### config.mk
export PLATFORM = sky130hd
export DESIGN_NAME = xnor_cmp_sched
export DESIGN_NICKNAME = d
export VERILOG_FILES = /design/src/rtl/xnor_cmp_sched.sv
export SDC_FILE = /design/constraint.sdc
export NUM_CORES = 1
export LEC_CHECK = 0
export CAP_MARGIN = 20
export CELL_PAD_IN_SITES_DETAIL_PLACEMENT = 1
export CELL_PAD_IN_SITES_GLOBAL_PLACEMENT = 1
export CORE_MARGIN = 2
export CORE_UTILIZATION = 32
export CTS_CLUSTER_SIZE = 40
export DETAILED_ROUTE_END_ITERATION = 6
export PLACE_DENSITY_LB_ADDON = 0.1
export SLEW_MARGIN = 40
export SYNTH_ARGS = -nofsm -noshare
export SYNTH_HDL_FRONTEND = slang
export SYNTH_SLANG_ARGS = --single-unit
### constraint.sdc
create_clock -name clk -period 2.1 [get_ports clk]
set_input_delay 0.21 -clock clk [delete_from_list [all_inputs] [get_ports clk]]
set_output_delay 0.21 -clock clk [all_outputs]
set_load 0.02 [all_outputs]
### src/rtl/xnor_cmp_sched.sv
// Round-robin scheduler that shares one external single-bit XNOR cell among
// N_REQ requesters and runs bit-serial, LSB-first W-bit equality compares.
module xnor_cmp_sched #(
  parameter int unsigned WIDTH = 8,
  parameter int unsigned N_REQ = 4
) (
  input  logic                     clk,
  input  logic                     rst_n,
  input  logic [N_REQ-1:0]         req_i,
  input  logic [N_REQ*WIDTH-1:0]   a_in_i,
  input  logic [N_REQ*WIDTH-1:0]   b_in_i,
  output logic [N_REQ-1:0]         gnt_o,
  output logic [N_REQ-1:0]         done_o,
  output logic                     eq_o,
  output logic                     busy_o,
  output logic                     xa_o,
  output logic                     xb_o,
  input  logic                     xnor_in_i
);

  localparam int unsigned CW = (WIDTH > 1) ? $clog2(WIDTH) : 1;
  localparam int unsigned IW = $clog2(N_REQ);

  typedef enum logic [1:0] {IDLE, LOAD, SHIFT, REPORT} state_e;

  state_e           state_q, state_d;
  logic [IW-1:0]    g_q, g_d;
  logic [IW-1:0]    ptr_q, ptr_d;
  logic [WIDTH-1:0] sa_q, sa_d;
  logic [WIDTH-1:0] sb_q, sb_d;
  logic [CW-1:0]    cnt_q, cnt_d;
  logic             acc_q, acc_d;
  logic             eq_q, eq_d;

  logic [IW-1:0]    pick;
  logic             found;
  int unsigned      idx;
  logic             last_bit;

  assign last_bit = (cnt_q == CW'(WIDTH - 1));

  // First set request searching upward from ptr+1, wrapping at N_REQ.
  always_comb begin
    pick  = '0;
    found = 1'b0;
    idx   = 0;
    for (int unsigned k = 1; k <= N_REQ; k++) begin
      idx = int'(ptr_q) + k;
      if (idx >= N_REQ) idx = idx - N_REQ;
      if (!found && req_i[IW'(idx)]) begin
        found = 1'b1;
        pick  = IW'(idx);
      end
    end
  end

  always_ff @(posedge clk or negedge rst_n) begin
    if (!rst_n) state_q <= IDLE;
    else        state_q <= state_d;
  end

  always_comb begin
    state_d = state_q;
    unique case (state_q)
      IDLE:    if (found) state_d = LOAD;
      LOAD:    state_d = SHIFT;
      SHIFT:   if (last_bit) state_d = REPORT;
      REPORT:  state_d = IDLE;
      default: state_d = IDLE;
    endcase
  end

  always_comb begin
    g_d   = g_q;
    ptr_d = ptr_q;
    sa_d  = sa_q;
    sb_d  = sb_q;
    cnt_d = cnt_q;
    acc_d = acc_q;
    eq_d  = eq_q;
    unique case (state_q)
      IDLE: if (found) g_d = pick;
      LOAD: begin
        for (int unsigned i = 0; i < N_REQ; i++) begin
          if (g_q == IW'(i)) begin
            sa_d = a_in_i[i*WIDTH +: WIDTH];
            sb_d = b_in_i[i*WIDTH +: WIDTH];
          end
        end
        cnt_d = '0;
        acc_d = 1'b1;
      end
      SHIFT: begin
        acc_d = acc_q & xnor_in_i;
        sa_d  = sa_q >> 1;
        sb_d  = sb_q >> 1;
        cnt_d = cnt_q + CW'(1);
        // Result captured on the final shift edge so EQ is valid in REPORT.
        if (last_bit) eq_d = acc_q & xnor_in_i;
      end
      REPORT: ptr_d = g_q;
      default: ;
    endcase
  end

  always_ff @(posedge clk or negedge rst_n) begin
    if (!rst_n) begin
      g_q   <= '0;
      ptr_q <= IW'(N_REQ - 1);
      sa_q  <= '0;
      sb_q  <= '0;
      cnt_q <= '0;
      acc_q <= 1'b1;
      eq_q  <= 1'b0;
    end else begin
      g_q   <= g_d;
      ptr_q <= ptr_d;
      sa_q  <= sa_d;
      sb_q  <= sb_d;
      cnt_q <= cnt_d;
      acc_q <= acc_d;
      eq_q  <= eq_d;
    end
  end

  always_comb begin
    gnt_o  = '0;
    done_o = '0;
    busy_o = 1'b0;
    xa_o   = 1'b0;
    xb_o   = 1'b0;
    unique case (state_q)
      IDLE: ;
      LOAD: begin
        gnt_o  = N_REQ'(1) << g_q;
        busy_o = 1'b1;
      end
      SHIFT: begin
        gnt_o  = N_REQ'(1) << g_q;
        busy_o = 1'b1;
        xa_o   = sa_q[0];
        xb_o   = sb_q[0];
      end
      REPORT: begin
        gnt_o  = N_REQ'(1) << g_q;
        done_o = N_REQ'(1) << g_q;
        busy_o = 1'b1;
      end
      default: ;
    endcase
  end

  assign eq_o = eq_q;

endmodule

==> results of run 1 <==
routing by layer:
metal	part of all wire	track usage	up-vias
met4	0.0097	0.04576	0
met2	0.58	0.3262	38
li1	-	-	747
met5	0	0	-
met3	0.046	0.03407	5
met1	0.37	0.1663	778
final cells by class:
cell class / instances / area, µm² / area share
Clock buffer: 4 / 45.04 / 0.01557
Multi-Input combinational cell: 107 / 1135 / 0.3923
Tap cell: 75 / 93.84 / 0.03244
Timing Repair Buffer: 90 / 902.1 / 0.3119
Inverter: 10 / 37.54 / 0.01298
Sequential cell: 27 / 679.4 / 0.2349
kinds of logic (layout without fill, tap and decap cells):
family	after synthesis	count (layout)	share of synthesized area
DFF	27	27	0.3542
AOI/OAI and AO/OA	20	20	0.06459
adders and majority gates	7	7	0.04566
and+or+nand+nor	34	34	0.09654
buffers and inverters	21	104	0.05545
muxes	46	46	0.3836
state kept, by name, summed over array words and instances, names as in the netlist:
name and cells:
acc_q 1, cnt_q 3, eq_o 1, g_q 2, ptr_q 2, sa_q 8
sb_q 8, state_q 2
path summary, 6_finish.rpt:
| check | from | end | cells after the start |
|---|---|---|---|
| max | state_q[0]$_DFFE_PN0P_ | done_o[1] | 3 |
| min in group clk | eq_o$_DFFE_PN0P_ | eq_o$_DFFE_PN0P_ | 2 |
| min | rst_n | sb_q[2]$_DFFE_PN0P_ | 2 |
| max in group asynchronous | rst_n | acc_q$_DFFE_PN1P_ | 2 |
| min reg2reg | eq_o$_DFFE_PN0P_ | eq_o$_DFFE_PN0P_ | 2 |
| max reg2reg | g_q[0]$_DFFE_PN0P_ | sa_q[6]$_DFFE_PN0P_ | 4 |
cell usage after synthesis, drive strengths merged:
library cell / number
a211oi: 1
a21boi: 1
a21oi: 4
a22oi: 2
a31oi: 1
and2: 3
and3: 2
and3b: 2
buf: 7
clkbuf: 4
dfrtp: 24
dfstp: 3
ha: 7
inv: 10
mux2: 27
mux2i: 3
mux4: 16
nand2: 6
nand2b: 3
nand3: 3
nor2: 6
nor2b: 3
nor3: 2
nor3b: 3
nor4: 1
o21ai: 8
o22a: 2
o32a: 1
metrics by stage:
stage	worst slack [ns]	instance area [µm²]	hold slack (ns)	power, mW	util
after global placement	0.3250	2836	0.4738	2.981	0.4848
after detailed placement	0.2879	2836	0.4758	3.091	0.4848
after floorplan	0.2292	1918	-0.08559	2.424	-
final	0.1295	2893	0.2991	3.321	0.4944
after CTS	0.01370	2880	0.3129	3.396	0.4923
after global routing	0.01942	2893	0.3296	3.608	0.4944
critical path, cell delays in order (launching register included):
cell,delay (ns)
dfrtp_1,0.40
ha_1,0.28
and3b_1,0.19
clkdlybuf4s50_1,0.60
power by group:
part | switching, mW | internal, mW
clock network | 0.171 | 0.136
logic | 0.903 | 1.18
registers | 0.148 | 0.779
total | 1.22 | 2.10
==> metrics, run 1 <==
GP Congestion=0.6970; Avg Cell Area, Syn=12.37 µm²; crit share post-route=0.9383; Crit path required time=1.89 ns; antenna-violating nets left=0; DR vias/cell=5.010; Root Buffer Master=clkbuf_8; Synth Cell Area=1918 µm²; Synth cell types=32; Tmin final=1.970 ns; hold crit path type=input pin to asynchronous set/reset pin; DP Cell Count=309; Yosys top cell by area=dfrtp_1; Max-slew headroom=0.7556; GRT overflow=0; Synth-to-Final Area Change=50.82%; Core ar.=5851 µm²; Peak Freq=507.5 MHz; Clock Skews=0.002097 ns; Critical Path AT=1.76 ns; initial antenna violation count=0; drt total wl=5.265 mm; Worst setup SP type=flip-flop; max_cap viols=0; Clock Latency Late Sink=0.28 ns; endpoints failing setup=0; pin count of the biggest net entering global routing=28; commonest non-fill, non-tap cell in the layout=clkdlybuf4s50_1; Slew @ Worst Pin=0.3666 ns; Max IR drop VDD=549.4 µV; Post-Layout Cell Count=313; CP Capture Type=primary output; clk slew on worst S/H paths=0.10 ns; Crit Path Category=flip-flop to primary output; RSZ-0062 raised after global routing=no; cts repair resizes=4; PD cells=1148 nW/µm²; Setup Buffers After CTS=0; post-synthesis sequential area ratio=0.3542; first-pass GRT wire length=8.004 mm; TritonCTS sink count=27; Detailed Place HPWL=4.077 mm; layout cell share with drive strength beyond 1=0.1975; Total GRT Usage=0.1625; die height=81.42 µm; status=finished, final reports clean; row count=28; I/O Buffers=82; nets@finish=317; I/O pins=83; total CTS buffers=3; Die X=81.42 µm; Ys Warns=0; commonest cells after routing, fill and taps aside=clkdlybuf4s50_1 (74), mux2_2 (27), dfrtp_1 (24); CTS Hold Bufs=0; routed wire length per instance=16.82 µm; Slew Limit Fails=0; Crit Path Max Fanout=6; Fill cells=634; Starting Density=0.3278; router iterations before antenna repair=4; total vias in the final route=1,568; DRC viols=0; CTS max path bufs=2; TritonCTS clock tree=yes; LEAKAGE=1.275 nW; drt initial violations=42; Final Hold Fails=0; Ant. Diodes=0; reg2reg setup slack=0.30 ns; Yosys reg bits=27; synth top area cells=dfrtp_1 (31%), mux2_2 (16%), mux4_1 (15%); syn_nets=233; H-Tree Depth=1; top-area cell type share of the netlist area=0.3131; setup_tns=0 ns; die area=6629 µm²; cells after synthesis=155; vias in the first global route=1,715
Note: power is estimated with default switching activity, not from simulation.
==> inputs of run 2 (changes only) <==
--- a/config.mk
+++ b/config.mk
@@ -6,13 +6,12 @@
 export NUM_CORES = 1
 export LEC_CHECK = 0
 export CAP_MARGIN = 20
-export CELL_PAD_IN_SITES_DETAIL_PLACEMENT = 1
-export CELL_PAD_IN_SITES_GLOBAL_PLACEMENT = 1
 export CORE_MARGIN = 2
-export CORE_UTILIZATION = 32
+export CORE_UTILIZATION = 46
 export CTS_CLUSTER_SIZE = 40
 export DETAILED_ROUTE_END_ITERATION = 6
-export PLACE_DENSITY_LB_ADDON = 0.1
+export PLACE_DENSITY = 0.86
+export SKIP_CTS_REPAIR_TIMING = 1
 export SLEW_MARGIN = 40
 export SYNTH_ARGS = -nofsm -noshare
 export SYNTH_HDL_FRONTEND = slang
==> constraint.sdc (replaced) <==
create_clock -name clk -period 2.5 [get_ports clk]
set_input_delay 0.25 -clock clk [delete_from_list [all_inputs] [get_ports clk]]
set_output_delay 0.25 -clock clk [all_outputs]
set_load 0.02 [all_outputs]
==> metrics, run 2 (synthesis gave the netlist of run 1 again) <==
TritonCTS clock tree=yes (unchanged); power share of the sequential group=0.292 (was 0.279); layout cell share with drive strength beyond 1=0.1907 (was 0.1975); max_cap viols=0 (unchanged); Crit Path Max Fanout=11 (was 6); first-pass GRT wire length=6.865 mm (was 8.004 mm); Crit path required time=2.25 ns (was 1.89 ns); Critical Path AT=2.01 ns (was 1.76 ns); drt total wl=4.413 mm (was 5.265 mm); Clock Power Share=0.093 (about the same); total CTS buffers=3 (unchanged); DRC viols=0 (unchanged); RSZ-0062 raised after global routing=no (unchanged); commonest non-fill, non-tap cell in the layout=clkdlybuf4s50_1 (unchanged); Net Sw Frac=0.3615 (was 0.3683); GP Congestion=0.7739 (was 0.6970); I/O pins=83 (unchanged); initial antenna violation count=0 (unchanged); Clock Skews=0.001773 ns (was 0.002097 ns); DP Cell Count=282 (was 309); Slew Limit Fails=0 (unchanged); Detailed Place HPWL=3.448 mm (was 4.077 mm); Starting Density=0.4795 (was 0.3278); Core ar.=4000 µm² (was 5851 µm²); Die X=68.58 µm (was 81.42 µm); Ant. Diodes=0 (unchanged); routed wire length per instance=15.43 µm (was 16.82 µm); Post-Layout Cell Count=286 (was 313); Total GRT Usage=0.1962 (was 0.1625); Top Registers=sa_q (8), sb_q (8), cnt_q (3) (unchanged); setup_tns=0 ns (unchanged); hold crit path type=input pin to asynchronous set/reset pin (unchanged); TritonCTS sink count=27 (unchanged); endpoints failing setup=0 (unchanged); antenna-violating nets left=0 (unchanged); CP peak stage delay=0.59 ns (was 0.60 ns); CP Capture Type=primary output (unchanged); LEAKAGE=1.184 nW (was 1.275 nW); PD cells=971.6 nW/µm² (was 1148 nW/µm²); Max-slew headroom=0.7452 (was 0.7556); H-Tree Depth=1 (unchanged); row count=23 (was 28); clk slew on worst S/H paths=0.10 ns (about the same); total power=2.758 mW (was 3.321 mW); GRT overflow=0 (unchanged); Crit Path Category=flip-flop to primary output (unchanged); CTS max path bufs=2 (unchanged); Max IR drop VDD=776.8 µV (was 549.4 µV); WHS=0.3324 ns (was 0.2991 ns); I/O Buffers=82 (unchanged); die height=68.58 µm (was 81.42 µm); Final Hold Fails=0 (unchanged); combinational fraction of design power=0.615 (was 0.628); drt initial violations=48 (was 42); Clock Latency Late Sink=0.27 ns (was 0.28 ns); Crit-path slowest cell=clkdlybuf4s50_1 (unchanged); nets@finish=315 (was 317); commonest cells after routing, fill and taps aside=clkdlybuf4s50_1 (82), mux2_2 (27), dfrtp_1 (24) (was clkdlybuf4s50_1 (74), mux2_2 (27), dfrtp_1 (24)); Peak Freq=442.5 MHz; die area=4703 µm² (was 6629 µm²); DR vias/cell=5.350 (was 5.010); Worst setup SP type=flip-flop (unchanged); total vias in the final route=1,530 (was 1,568); Slew @ Worst Pin=0.3821 ns (was 0.3666 ns); Synth-to-Final Area Change=48.01% (was 50.82%); pin count of the biggest net entering global routing=28 (unchanged); router iterations before antenna repair=4 (unchanged); vias in the first global route=1,574 (was 1,715); P_int=1.761 mW (was 2.098 mW); worst path cell trace=inv_1, ha_1, and2_1, clkdlybuf4s50_1 (was ha_1, and3b_1, clkdlybuf4s50_1); crit share post-route=0.9040; status=finished, final reports clean (unchanged); Tmin final=2.260 ns; sw power=0.9971 mW (was 1.223 mW); Root Buffer Master=clkbuf_8 (unchanged)
-- run 2: routing by layer --
metal | GRT usage | share of wire | up-vias
li1 | - | - | 747
met5 | 0 | 0 | -
met4 | 0.06000 | 0.014 | 0
met3 | 0.02922 | 0.054 | 6
met1 | 0.2227 | 0.39 | 734
met2 | 0.3738 | 0.54 | 43
-- run 2: power groups by stage --
stage | sequential, mW | combinational, mW | clock [mW]
2_1_floorplan | 0.740 | 1.30 | 0
6_report | 0.805 | 1.70 | 0.257
5_1_grt | 0.835 | 1.85 | 0.284
3_5_place_dp | 0.814 | 1.71 | 0
4_1_cts | 0.804 | 1.72 | 0.266
3_3_place_gp | 0.806 | 1.66 | 0
-- run 2: critical path, delay by kind of cell (launching register included) --
| kind | cells | cell delay [ns] |
|---|---|---|
| flops | 1 | 0.43 |
| fa+ha+maj | 1 | 0.40 |
| buf+inv | 2 | 0.71 |
| simple gates | 1 | 0.19 |
-- run 2: path summary, 6_finish.rpt --
kind                       slack (ns)              endpoint              startpoint  cells past startpoint
max                              0.24                  xb_o  state_q[0]$_DFFE_PN0P_                      4
min                              0.33      eq_o$_DFFE_PN0P_                   rst_n                      2
max reg2reg                      0.53   sb_q[1]$_DFFE_PN0P_      g_q[0]$_DFFE_PN0P_                      4
min reg2reg                      0.49      eq_o$_DFFE_PN0P_        eq_o$_DFFE_PN0P_                      2
max in group asynchronous        1.87  ptr_q[0]$_DFFE_PN1P_                   rst_n                      2
min in group clk                 0.49      eq_o$_DFFE_PN0P_        eq_o$_DFFE_PN0P_                      2
-- run 2: metrics by stage --
step	area, µm²	util	setup slack [ns]
2_1_floorplan	1918	-	0.6292
3_3_place_gp	2790	0.6975	0.5612
3_5_place_dp	2790	0.6975	0.5173
4_1_cts	2839	0.7097	0.2291
5_1_grt	2839	0.7097	0.1236
6_report	2839	0.7097	0.2399
-- run 2: layout make-up --
class                   count  area, µm²
fillers                   299       1161
multi-input cells         107       1132
repair buffers             88      878.3
flip-flops and latches     27      679.4
well taps                  50      62.56
clock buffers               3      41.29
inverters                  10      37.54
clock inverters             1      7.507
==> inputs of run 3 (changes only) <==
--- a/config.mk
+++ b/config.mk
@@ -10,6 +10,7 @@
 export CORE_UTILIZATION = 46
 export CTS_CLUSTER_SIZE = 40
 export DETAILED_ROUTE_END_ITERATION = 6
+export GPL_TIMING_DRIVEN = 0
 export PLACE_DENSITY = 0.86
 export SKIP_CTS_REPAIR_TIMING = 1
 export SLEW_MARGIN = 40
==> metrics, run 3 (synthesis gave the netlist of run 1 again) <==
commonest non-fill, non-tap cell in the layout=clkdlybuf4s50_1 (unchanged); layout cell share with drive strength beyond 1=0.1975 (was 0.1907); total vias in the final route=1,562 (was 1,530); Top Registers=sa_q (8), sb_q (8), cnt_q (3) (unchanged); nets@finish=317 (was 315); Root Buffer Master=clkbuf_8 (unchanged); Worst setup SP type=flip-flop (unchanged); Detailed Place HPWL=3.536 mm (was 3.448 mm); crit share post-route=0.9489 (was 0.9040); Crit Path Max Fanout=10 (was 11); LEAKAGE=1.187 nW (was 1.184 nW); H-Tree Depth=1 (unchanged); die height=68.58 µm (unchanged); Slew @ Worst Pin=0.5993 ns (was 0.3821 ns); endpoints failing setup=0 (unchanged); first-pass GRT wire length=6.803 mm (was 6.865 mm); Critical Path AT=2.12 ns (was 2.01 ns); Ant. Diodes=0 (unchanged); Slew Limit Fails=0 (unchanged); setup_tns=0 ns (unchanged); drt total wl=4.460 mm (was 4.413 mm); CP Capture Type=primary output (unchanged); total CTS buffers=3 (unchanged); Max-slew headroom=0.6005 (was 0.7452); clk slew on worst S/H paths=0.10 ns (about the same); Starting Density=0.4795 (unchanged); initial antenna violation count=0 (unchanged); Core ar.=4000 µm² (unchanged); CTS max path bufs=2 (unchanged); PD cells=982.3 nW/µm² (was 971.6 nW/µm²); Crit Path Category=flip-flop to primary output (unchanged); GRT overflow=0 (unchanged); status=finished with violations (was finished, final reports clean); Total GRT Usage=0.1972 (was 0.1962); Peak Freq=421.5 MHz (was 442.5 MHz); max_cap viols=0 (unchanged); row count=23 (unchanged); hold crit path type=input pin to asynchronous set/reset pin (unchanged); die area=4703 µm² (unchanged); Crit path required time=2.25 ns (about the same); DR vias/cell=5.424 (was 5.350); Clock Latency Late Sink=0.28 ns (was 0.27 ns); Die X=68.58 µm (unchanged); I/O pins=83 (unchanged); Fill cells=304 (was 299); vias in the first global route=1,511 (was 1,574); Clock Skews=0.01036 ns (was 0.001773 ns); TritonCTS sink count=27 (unchanged); worst path cell trace=inv_1, ha_2, clkbuf_4, and2_1, clkdlybuf4s50_1 (was inv_1, ha_1, and2_1, clkdlybuf4s50_1); router iterations before antenna repair=4 (unchanged); pin count of the biggest net entering global routing=28 (unchanged); antenna-violating nets left=0 (unchanged); Tmin final=2.372 ns (was 2.260 ns); routed wire length per instance=15.49 µm (was 15.43 µm); Crit-path slowest cell=clkdlybuf4s50_1 (unchanged); commonest cells after routing, fill and taps aside=clkdlybuf4s50_1 (81), mux2_2 (27), dfrtp_1 (24) (was clkdlybuf4s50_1 (82), mux2_2 (27), dfrtp_1 (24)); RSZ-0062 raised after global routing=no (unchanged); GP Congestion=0.7887 (was 0.7739); Final Hold Fails=24 (was 0); Synth-to-Final Area Change=48.08% (was 48.01%); failing checks=negative hold slack; CP peak stage delay=0.60 ns (was 0.59 ns); I/O Buffers=82 (unchanged); TritonCTS clock tree=yes (unchanged); DRC viols=0 (unchanged); Max IR drop VDD=846.0 µV (was 776.8 µV); WHS=-0.03251 ns (was 0.3324 ns); drt initial violations=37 (was 48)
-- run 3: report_power, final --
group	switching (mW)	internal [mW]
clock network	0.136	0.112
registers	0.132	0.654
logic	0.751	1.01
total	1.02	1.77
-- run 3: critical path, delay by kind of cell (launching register included) --
family,cells,cell delay [ns]
adder cells (fa/ha/maj),1,0.31
AND/OR/NAND/NOR,1,0.15
buffers and inverters,3,0.98
flip-flops,1,0.42
-- run 3: cell type report --
| type | count | area (µm²) | area share |
|---|---|---|---|
| timing repair buffer | 82 | 815.8 | 0.2872 |
| clock buffer | 3 | 41.29 | 0.01454 |
| sequential | 27 | 679.4 | 0.2392 |
| tap | 50 | 62.56 | 0.02203 |
| clock inverter | 1 | 5.005 | 0.001762 |
| buffer | 8 | 63.81 | 0.02247 |
| multi-input combinational | 107 | 1135 | 0.3996 |
| inverter | 10 | 37.54 | 0.01322 |
-- run 3: metrics by stage --
| stage | util | total power, mW | instance area (µm²) | worst slack (ns) | instances |
|---|---|---|---|---|---|
| final | 0.7100 | 2.790 | 2840 | 0.1277 | 288 |
| after global routing | 0.7100 | 2.990 | 2840 | 0.02948 | 288 |
| after CTS | 0.7107 | 2.802 | 2843 | -0.2956 | 291 |
| after detailed placement | 0.6991 | 2.548 | 2796 | 0.01890 | 287 |
| after global placement | 0.7003 | 2.493 | 2801 | 0.04757 | 287 |
| after floorplan | - | 2.036 | 1918 | 0.6292 | 155 |
-- run 3: layer usage --
metal,GRT usage,vias up,share of wire
li1,-,749,-
met5,0,-,0
met2,0.3582,47,0.52
met4,0.03000,0,0.0038
met3,0.04545,2,0.064
met1,0.2418,764,0.41
-- run 3: path summary, 6_finish.rpt --
path                                   startpoint                      to  slack [ns]  depth (start not counted)
setup / recovery           state_q[0]$_DFFE_PN0P_                    xb_o        0.13                          5
hold / removal                              rst_n     sa_q[6]$_DFFE_PN0P_       -0.03                          1
setup reg to reg           state_q[1]$_DFFE_PN0P_     sa_q[2]$_DFFE_PN0P_        0.38                          6
hold reg to reg                  eq_o$_DFFE_PN0P_        eq_o$_DFFE_PN0P_        0.48                          2
max in group asynchronous                   rst_n  state_q[0]$_DFFE_PN0P_        2.14                          1
min in group clk                 eq_o$_DFFE_PN0P_        eq_o$_DFFE_PN0P_        0.48                          2
